<file path="src/rtl/ps2_pkg.sv">
// rtl/ps2_pkg.sv - shared types and timing helpers for the PS/2 host transmitter
package ps2_pkg;

  typedef enum logic [2:0] {
    ST_IDLE,
    ST_INHIBIT,
    ST_RTS,
    ST_SEND,
    ST_ACK,
    ST_WAITIDLE
  } state_t;

  typedef logic [3:0] bit_idx_t;

  function automatic int unsigned us_to_cycles(input int unsigned freq_hz, input int unsigned us);
    logic [63:0] prod;
    prod = 64'(freq_hz) * 64'(us) / 64'd1000000;
    return prod[31:0];
  endfunction

  localparam int unsigned INHIBIT_CYCLES = us_to_cycles(100000000, 100);
  localparam int unsigned TIMEOUT_CYCLES = us_to_cycles(100000000, 15000);

endpackage

</file>
<file path="src/rtl/ps2_line_filter.sv">
// rtl/ps2_line_filter.sv - synchronizer, stability filter and falling-edge strobe for one PS/2 line
module ps2_line_filter #(
  parameter int FILTER_LEN = 8
) (
  input  logic clk,
  input  logic rst,
  input  logic line,
  output logic level,
  output logic fall_edge
);

  localparam int RUN_W = (FILTER_LEN > 1) ? $clog2(FILTER_LEN) : 1;

  logic [1:0]       sync;
  logic [RUN_W-1:0] run;

  // A new level is accepted only after FILTER_LEN consecutive differing samples.
  always_ff @(posedge clk or negedge rst) begin
    if (!rst) begin
      sync      <= 2'b11;
      run       <= '0;
      level     <= 1'b1;
      fall_edge <= 1'b0;
    end else begin
      sync      <= {sync[0], line};
      fall_edge <= 1'b0;
      if (sync[1] == level) begin
        run <= '0;
      end else if (run == RUN_W'(FILTER_LEN - 1)) begin
        level     <= sync[1];
        run       <= '0;
        fall_edge <= level;
      end else begin
        run <= run + 1'b1;
      end
    end
  end

endmodule

</file>
<file path="src/rtl/ps2_host_transmitter.sv">
// rtl/ps2_host_transmitter.sv - sends one host-to-device command byte over the PS/2 bus
module ps2_host_transmitter
  import ps2_pkg::*;
#(
  parameter int unsigned CLOCK_FREQUNCY = 100000000,
  parameter int unsigned INHIBIT_US     = 100,
  parameter int unsigned TIMEOUT_US     = 15000,
  parameter int          FILTER_LEN     = 8
) (
  input  logic       clk,
  input  logic       rst,
  input  logic       txStart,
  input  logic [7:0] txData,
  input  logic       ps2Clk,
  input  logic       ps2Data,
  output logic       ps2ClkDriveLow,
  output logic       ps2DataDriveLow,
  output logic       txBusy,
  output logic       txDone,
  output logic       txError
);

  localparam int unsigned INHIBIT_LEN = us_to_cycles(CLOCK_FREQUNCY, INHIBIT_US);
  localparam int unsigned TIMEOUT_LEN = us_to_cycles(CLOCK_FREQUNCY, TIMEOUT_US);
  localparam int unsigned CNT_MAX     = (INHIBIT_LEN > TIMEOUT_LEN) ? INHIBIT_LEN : TIMEOUT_LEN;
  localparam int          CNT_W       = $clog2(CNT_MAX + 1);

  state_t           state, next_state;
  logic [CNT_W-1:0] count;
  bit_idx_t         bit_idx;
  logic [7:0]       data_q;
  logic             parity_q, data_drive_q, ack_q, done_q, error_q;
  logic             clk_level, clk_fall, data_level, data_fall_unused;
  logic             inhibit_done, timeout;

  ps2_line_filter #(.FILTER_LEN(FILTER_LEN)) u_clk_filter (
    .clk(clk), .rst(rst), .line(ps2Clk), .level(clk_level), .fall_edge(clk_fall)
  );

  ps2_line_filter #(.FILTER_LEN(FILTER_LEN)) u_data_filter (
    .clk(clk), .rst(rst), .line(ps2Data), .level(data_level), .fall_edge(data_fall_unused)
  );

  assign inhibit_done = (count == CNT_W'(INHIBIT_LEN - 1));
  // A device clock edge in the same cycle rescues the frame from timing out.
  assign timeout = (count == CNT_W'(TIMEOUT_LEN - 1)) && !clk_fall;

  always_ff @(posedge clk or negedge rst) begin
    if (!rst) begin
      state        <= ST_IDLE;
      count        <= '0;
      bit_idx      <= '0;
      data_q       <= '0;
      parity_q     <= 1'b0;
      data_drive_q <= 1'b0;
      ack_q        <= 1'b0;
      done_q       <= 1'b0;
      error_q      <= 1'b0;
    end else begin
      state   <= next_state;
      done_q  <= 1'b0;
      error_q <= 1'b0;
      case (state)
        ST_IDLE: begin
          count        <= '0;
          data_drive_q <= 1'b0;
          if (txStart) begin
            data_q   <= txData;
            parity_q <= ~^txData;
            bit_idx  <= '0;
          end
        end
        ST_INHIBIT: begin
          count <= inhibit_done ? '0 : count + 1'b1;
          if (inhibit_done) data_drive_q <= 1'b1;
        end
        default: begin
          count <= clk_fall ? '0 : count + 1'b1;
          if (timeout) begin
            error_q      <= 1'b1;
            data_drive_q <= 1'b0;
          end else if (state == ST_SEND && clk_fall) begin
            if (bit_idx < 4'd8)       data_drive_q <= ~data_q[bit_idx[2:0]];
            else if (bit_idx == 4'd8) data_drive_q <= ~parity_q;
            else                      data_drive_q <= 1'b0;
            bit_idx <= bit_idx + 1'b1;
          end else if (state == ST_ACK && clk_fall) begin
            ack_q <= ~data_level;
          end else if (state == ST_WAITIDLE && clk_level && data_level) begin
            done_q  <= ack_q;
            error_q <= ~ack_q;
          end
        end
      endcase
    end
  end

  always_comb begin
    next_state = state;
    case (state)
      ST_IDLE:     if (txStart) next_state = ST_INHIBIT;
      ST_INHIBIT:  if (inhibit_done) next_state = ST_RTS;
      ST_RTS:      if (timeout) next_state = ST_IDLE;
                   else if (clk_fall) next_state = ST_SEND;
      ST_SEND:     if (timeout) next_state = ST_IDLE;
                   else if (clk_fall && bit_idx == 4'd9) next_state = ST_ACK;
      ST_ACK:      if (timeout) next_state = ST_IDLE;
                   else if (clk_fall) next_state = ST_WAITIDLE;
      ST_WAITIDLE: if (timeout || (clk_level && data_level)) next_state = ST_IDLE;
      default:     next_state = ST_IDLE;
    endcase
  end

  always_comb begin
    ps2ClkDriveLow  = (state == ST_INHIBIT);
    ps2DataDriveLow = data_drive_q && (state == ST_RTS || state == ST_SEND);
    txBusy          = (state != ST_IDLE);
    txDone          = done_q;
    txError         = error_q;
  end

endmodule

</file>
<file path="config.mk">
export PLATFORM = sky130hd
export DESIGN_NAME = ps2_host_transmitter
export DESIGN_NICKNAME = d
export VERILOG_FILES = /design/src/rtl/ps2_pkg.sv /design/src/rtl/ps2_line_filter.sv /design/src/rtl/ps2_host_transmitter.sv
export SDC_FILE = /design/constraint.sdc
export NUM_CORES = 1
export LEC_CHECK = 0
export CORE_ASPECT_RATIO = 1.75
export CORE_MARGIN = 1.5
export CORE_UTILIZATION = 25
export DETAILED_ROUTE_END_ITERATION = 16
export PLACE_DENSITY_LB_ADDON = 0.15
export SLEW_MARGIN = 20
export SYNTH_ARGS = -nofsm -noshare
export SYNTH_HDL_FRONTEND = slang
export SYNTH_SLANG_ARGS = --single-unit
</file>
<file path="constraint.sdc">
create_clock -name clk -period 5.97 [get_ports clk]
set_clock_uncertainty 0.15 [all_clocks]
set_input_delay 1.791 -clock clk [delete_from_list [all_inputs] [get_ports clk]]
set_output_delay 1.791 -clock clk [all_outputs]
set_load 0.03 [all_outputs]
</file>
==> out/metrics.yaml, run 1 <==
global_routing:
  gr-total-overflow: 0
  antenna_found_initial: 0
  grt_max_degree: 55
  grt_usage: 0.124
  grt_pass1_vias: 2132
  grt_pass1_wl_um: 10900
place:
  dpl.hpwl_um: 4450
  place_congestion: 0.800
  numPortBuffers: 17
pwr:
  pwr-share-seq: 0.530
  p_total_mw: 0.776
  pwr-share-comb: 0.078
  powerDensity_nw_per_um2: 242
  p_sw_frac: 0.246
  p_leak_nw: 1.33
  switchingPower_mw: 0.191
  ir_worst_vdd_mv: 0.133
  internal_power_mw: 0.585
  clock_power_share: 0.392
finish:
  syn2layout_area_growth_pct: 16.4
  fin_nets: 288
  drive_gt1_frac: 0.138
  multi_input_area_sq_um: 1320
  regArea_sq_um: 1360
  nFillCells: 1111
  antenna_cells: 0
die:
  io_pins: 18
  rows: 50
  coreArea_sq_um: 10700
  die_h_um: 142
  die_area_sq_um: 11700
  start_util: 0.257
  fp.dieW_um: 82.3
yosys:
  async_flop_share: 1.00
  synth.cell_area_sq_um: 2750
  yosysWarnings: 0
  ys_ff_latch: 54
  synth.yosys.seq_area_share: 0.494
  syn_nets: 273
  synth_cell_types: 55
  synthFlopType: "dfrtp_1"
  syn_inst: 252
  synth_area_leaders: "dfrtp_1, dfstp_2, xnor2_1"
  syn_area_per_cell_sq_um: 10.9
  synth_edf_count: 0
  yosys.area.top_type_share: 0.436
  yosysTopAreaCell: "dfrtp_1"
route:
  drt_iter0_markers: 66
  firstDrtPassIters: 4
  drc: 0
  via_per_inst: 4.98
  wl_um: 6250
  vias: 1984
  wire_per_inst_um: 15.7
  ant_nets: 0
sta:
  setup_viol: 0
  fin_setup_tns_ps: 0
  slew-limit-headroom: 0.467
  tightest_slew_ps: 792
  rsz0062_at_grt: "no"
  hold_viol: 0
  period_needed_ps: 4010
  drv_slew: 0
  max_freq_mhz: 250
  period_share: 0.671
worst_hold_path:
  hp-class: "flip-flop to flip-flop"
  worstHoldStart: "u_data_filter.sync[0]"
  hold_path_end: "u_data_filter.sync[1]"
  hold_depth: 0
status:
  status: "finished, final reports clean"
clock_network:
  cts_resized: 0
  cts_tree: "built"
  clockBufferDepth: 2
  cts-buffers-inserted: 5
  root_buffer: "clkbuf_16"
  clk_latency_ps: 300
  clkSinkCount: 54
  clk_pin_slew_ps: 80
  hold_buffers: 0
  cts.htree.levels: 2
  postCtsSetupRepairBufs: 0
worst_setup_path:
  rr_startpoint: "count[0]"
  crit_type: "flip-flop to output pin"
  slowest_stage: "clkdlybuf4s50_1"
  endpoint_kind: "output pin"
  critPathArrivalTime_ps: 2060
  path_cells: "nor2b_1, and2_1, clkdlybuf4s50_1"
  r2r_setup_slack_ps: 3550
  crit_required_ps: 4030
  cp_max_fo: 13
  critPathMaxStageDelay_ps: 680
  rr_worst_depth: 5
  cp-start-kind: "flip-flop"
  reg2reg_to: "count[20]"
job:
  cap_violations: 0
## worst max-delay path: cells and delay by family, from the launching register on
kind                   cells  cell delay [ps]
and+or+nand+nor            2              510
buffers and inverters      1              680
DFF                        1              570
## layer usage
metal | vias to the layer above | share of wire | track usage
li1 | 955 | - | -
met1 | 995 | 0.39 | 0.136
met2 | 28 | 0.57 | 0.226
met3 | 6 | 0.023 | 0.0212
met4 | 0 | 0.019 | 0.0482
met5 | - | 0 | 0
## per-stage QoR
stage | utilization | hold WS [ps] | cell area [sq um] | worst slack [ps] | instances
global placement | 0.285 | 196 | 3050 | 2320 | 390
detailed placement | 0.285 | 198 | 3050 | 2320 | 390
finish | 0.300 | 208 | 3200 | 1960 | 398
CTS | 0.300 | 210 | 3200 | 1970 | 398
global route | 0.300 | 214 | 3200 | 1870 | 398
floorplan | - | 195 | 2750 | 2700 | 252
## state kept, by name, indices dropped and copies added (netlist names), 2 cells and up
| name | cells |
|---|---|
| u_clk_filter.sync | 2 |
| bit_idx | 4 |
| u_data_filter.sync | 2 |
| u_clk_filter.run | 3 |
| data_q | 8 |
| u_data_filter.run | 3 |
| state | 3 |
| count | 21 |
## layout make-up
| type | instances | share of cell area |
|---|---|---|
| clock buffer | 5 | 0.0390 |
| clock inverter | 3 | 0.00781 |
| inverter | 7 | 0.00820 |
| multi-input combinational | 179 | 0.412 |
| sequential | 54 | 0.424 |
| tap | 130 | 0.0508 |
| timing repair buffer | 20 | 0.0586 |
## Yosys cell counts, types with 2 or more instances
cell	number
a21boi_0	2
a21oi_1	14
a22oi_1	4
and2_1	6
and3_1	2
and4b_1	2
buf_1	2
buf_2	3
clkbuf_1	7
dfrtp_1	48
dfstp_2	6
ha_1	8
inv_1	7
mux2_2	11
mux2i_1	2
mux4_2	2
nand2_1	16
nand3_1	8
nand4_1	6
nand4b_1	2
nor2_1	7
nor3_1	6
nor3b_1	3
nor4_1	9
o21ai_0	9
o2bb2a_1	2
o31ai_1	3
or3_1	6
or4_1	2
xnor2_1	16
xor2_1	7
## worst max path at each step
stage	to	start
after floorplan	ps2ClkDriveLow	state[2]
after global placement	ps2DataDriveLow	state[1]
after detailed placement	ps2DataDriveLow	state[1]
after CTS	ps2DataDriveLow	state[1]
after global routing	ps2DataDriveLow	state[1]
final	ps2DataDriveLow	state[1]
## layout by cell type, fill, tap and decap left out, types with 2 or more instances in the layout
cell,Yosys,layout
or3_1,6,6
nor4_1,9,9
a22oi_1,4,4
and4b_1,2,2
nand4b_1,2,2
dfstp_2,6,6
a21oi_1,14,14
nor3_1,6,6
mux2_2,11,11
or4_1,2,2
inv_1,7,7
xnor2_1,16,16
a21boi_0,2,2
nand2_1,16,16
o2bb2a_1,2,2
dfrtp_1,48,48
and3_1,2,2
clkdlybuf4s50_1,0,16
mux2i_1,2,2
o31ai_1,3,3
nor3b_1,3,3
nor2_1,7,7
o21ai_0,9,7
nand4_1,6,6
buf_4,0,3
nand3_1,8,8
mux4_2,2,2
clkbuf_16,0,5
xor2_1,7,7
and2_1,6,6
o21ai_1,0,2
ha_1,8,8
## logic make-up (layout without fill, tap and decap cells)
family / count (synthesis) / count (layout) / synth area share
flops: 54 / 54 / 0.494
fa+ha+maj: 8 / 8 / 0.0364
mux: 15 / 15 / 0.0686
compound gates: 47 / 47 / 0.115
simple gates: 86 / 86 / 0.185
buf+inv: 19 / 35 / 0.0273
xor+xnor: 23 / 23 / 0.0732
## power by group through the flow
stage	clock network, mW	registers, mW	logic, mW
2_1_floorplan	0	0.412	0.0384
3_3_place_gp	0	0.418	0.0615
3_5_place_dp	0	0.419	0.0621
4_1_cts	0.318	0.412	0.0631
5_1_grt	0.334	0.415	0.0717
6_report	0.304	0.411	0.0606
Note: power is estimated with default switching activity, not from simulation.
==> run 2: changes to the inputs <==
==> constraint.sdc (replaced) <==
create_clock -name clk -period 4.2 [get_ports clk]
set_clock_uncertainty 0.15 [all_clocks]
set_input_delay 1.26 -clock clk [delete_from_list [all_inputs] [get_ports clk]]
set_output_delay 1.26 -clock clk [all_outputs]
set_load 0.03 [all_outputs]
==> run 2 against run 1 <==
First-iteration DRC count rose by 11%. Largest cell class unchanged. Combinational power up 42%. Wire length down 0.64%. Critical path type unchanged. Total power is 41% higher. Clock power up 39%. Hold slack worse by 0.91 ps. Non-clock buffer count grew 1. Design area up 0.12%.
==> out/metrics.yaml, run 2 (synthesized netlist as in run 1, its figures left out) <==
sta:
  slew-limit-headroom: 0.407
  max_freq_mhz: 286
  tightest_slew_ps: 889
  drv_slew: 0
  setup_viol: 0
  fin_setup_tns_ps: 0
  period_share: 0.832
  period_needed_ps: 3490
  rsz0062_at_grt: "no"
  hold_viol: 0
pwr:
  powerDensity_nw_per_um2: 341
  ir_worst_vdd_mv: 0.233
  p_leak_nw: 1.34
  p_total_mw: 1.09
die:
  io_pins: 18
  die_h_um: 142
  fp.dieW_um: 82.3
  rows: 50
  coreArea_sq_um: 10700
  die_area_sq_um: 11700
  start_util: 0.257
worst_setup_path:
  cp-start-kind: "flip-flop"
  critPathTopFamily: "buffers and inverters"
  reg2reg_to: "count[20]"
  path_cells: "nor2b_1, and2_1, clkdlybuf4s50_1"
  critPathArrivalTime_ps: 2080
  rr_startpoint: "count[0]"
  crit_required_ps: 2790
  cp_num_buf_inv: 1
  endpoint_kind: "output pin"
  critPathMaxStageDelay_ps: 680
  crit_type: "flip-flop to output pin"
  slowest_stage: "clkdlybuf4s50_1"
  rr_worst_depth: 5
  r2r_setup_slack_ps: 1800
  cp_max_fo: 13
route:
  wire_per_inst_um: 15.6
  firstDrtPassIters: 4
  via_per_inst: 5.01
  wl_um: 6210
  vias: 1999
  drc: 0
  ant_nets: 0
  drt_iter0_markers: 73
global_routing:
  antenna_found_initial: 0
  grt_pass1_vias: 2073
  grt.met1_usage: 0.133
  met2_usage: 0.216
  top_usage_layer: "met2"
  gr-total-overflow: 0
  grt_max_degree: 39
  use_met3: 0.0244
  grt_usage: 0.120
  grt_pass1_wl_um: 10600
finish:
  top_register: "count"
  drive_gt1_frac: 0.138
  mostFrequentLayoutCells: "dfrtp_1, nand2_1, xnor2_1, clkdlybuf4s50_1, a21oi_1"
  syn2layout_area_growth_pct: 16.5
  reg_top3: "count: 21 flops, data_q: 8 flops, bit_idx: 4 flops"
  largest_reg_flops: 21
  final_common_cell: "dfrtp_1"
  fin_nets: 289
  antenna_cells: 0
worst_hold_path:
  hp-class: "flip-flop to flip-flop"
  hold_path_end: "u_data_filter.sync[1]"
  hold_depth: 0
  worstHoldStart: "u_data_filter.sync[0]"
clock_network:
  clk_pin_slew_ps: 70
  cts_resized: 0
  clockBufferDepth: 2
  root_buffer: "clkbuf_16"
  cts-buffers-inserted: 5
  clkSinkCount: 54
  clk_latency_ps: 300
  postCtsSetupRepairBufs: 0
  cts_tree: "built"
  hold_buffers: 0
  cts.htree.levels: 2
place:
  place_congestion: 0.752
  numPortBuffers: 17
  dpl.hpwl_um: 4520
status:
  status: "finished, final reports clean"
job:
  cap_violations: 0
-- run 2: worst max-delay path by stage --
stage / from / endpoint / cells past startpoint
after floorplan: state[2] / ps2ClkDriveLow / 2
after global placement: state[1] / ps2DataDriveLow / 3
after detailed placement: state[1] / ps2DataDriveLow / 3
after CTS: state[1] / ps2DataDriveLow / 3
after global routing: state[1] / ps2DataDriveLow / 3
final: state[1] / ps2DataDriveLow / 3
-- run 2: worst register-to-register path, cell delays in order (launching register included) --
cell and delay (ps):
dfrtp_1 410, ha_1 240, nand3_2 150, or4_1 700, or4_4 530, a22oi_2 150
-- run 2: per-stage QoR --
stage | instance area [sq um] | worst slack, ps | util | std cells | hold slack (ps)
floorplan | 2750 | 1460 | - | 252 | 195
global placement | 3060 | 1070 | 0.286 | 391 | 197
global route | 3210 | 605 | 0.300 | 399 | 217
CTS | 3210 | 699 | 0.300 | 399 | 208
finish | 3210 | 706 | 0.300 | 399 | 207
detailed placement | 3060 | 1040 | 0.286 | 391 | 197
-- run 2: layer usage --
layer	vias up	routed length [um]
li1	953	-
met1	1005	2480
met2	34	3420
met3	7	155
met4	0	156
met5	-	0
-- run 2: cell type report --
| cell class | count | area (sq um) |
|---|---|---|
| Clock buffer | 6 | 129 |
| Clock inverter | 2 | 17.5 |
| Fill cell | 1120 | 7490 |
| Inverter | 7 | 26.3 |
| Multi-Input combinational cell | 179 | 1320 |
| Sequential cell | 54 | 1360 |
| Tap cell | 130 | 163 |
| Timing Repair Buffer | 21 | 195 |
-- run 2: report_power, final --
part | internal [mW] | switching [mW] | total (mW) | leakage (nW)
Clock | 0.225 | 0.198 | 0.423 | 0.0714
Sequential | 0.559 | 0.0242 | 0.584 | 0.688
Combinational | 0.0481 | 0.0382 | 0.0863 | 0.578
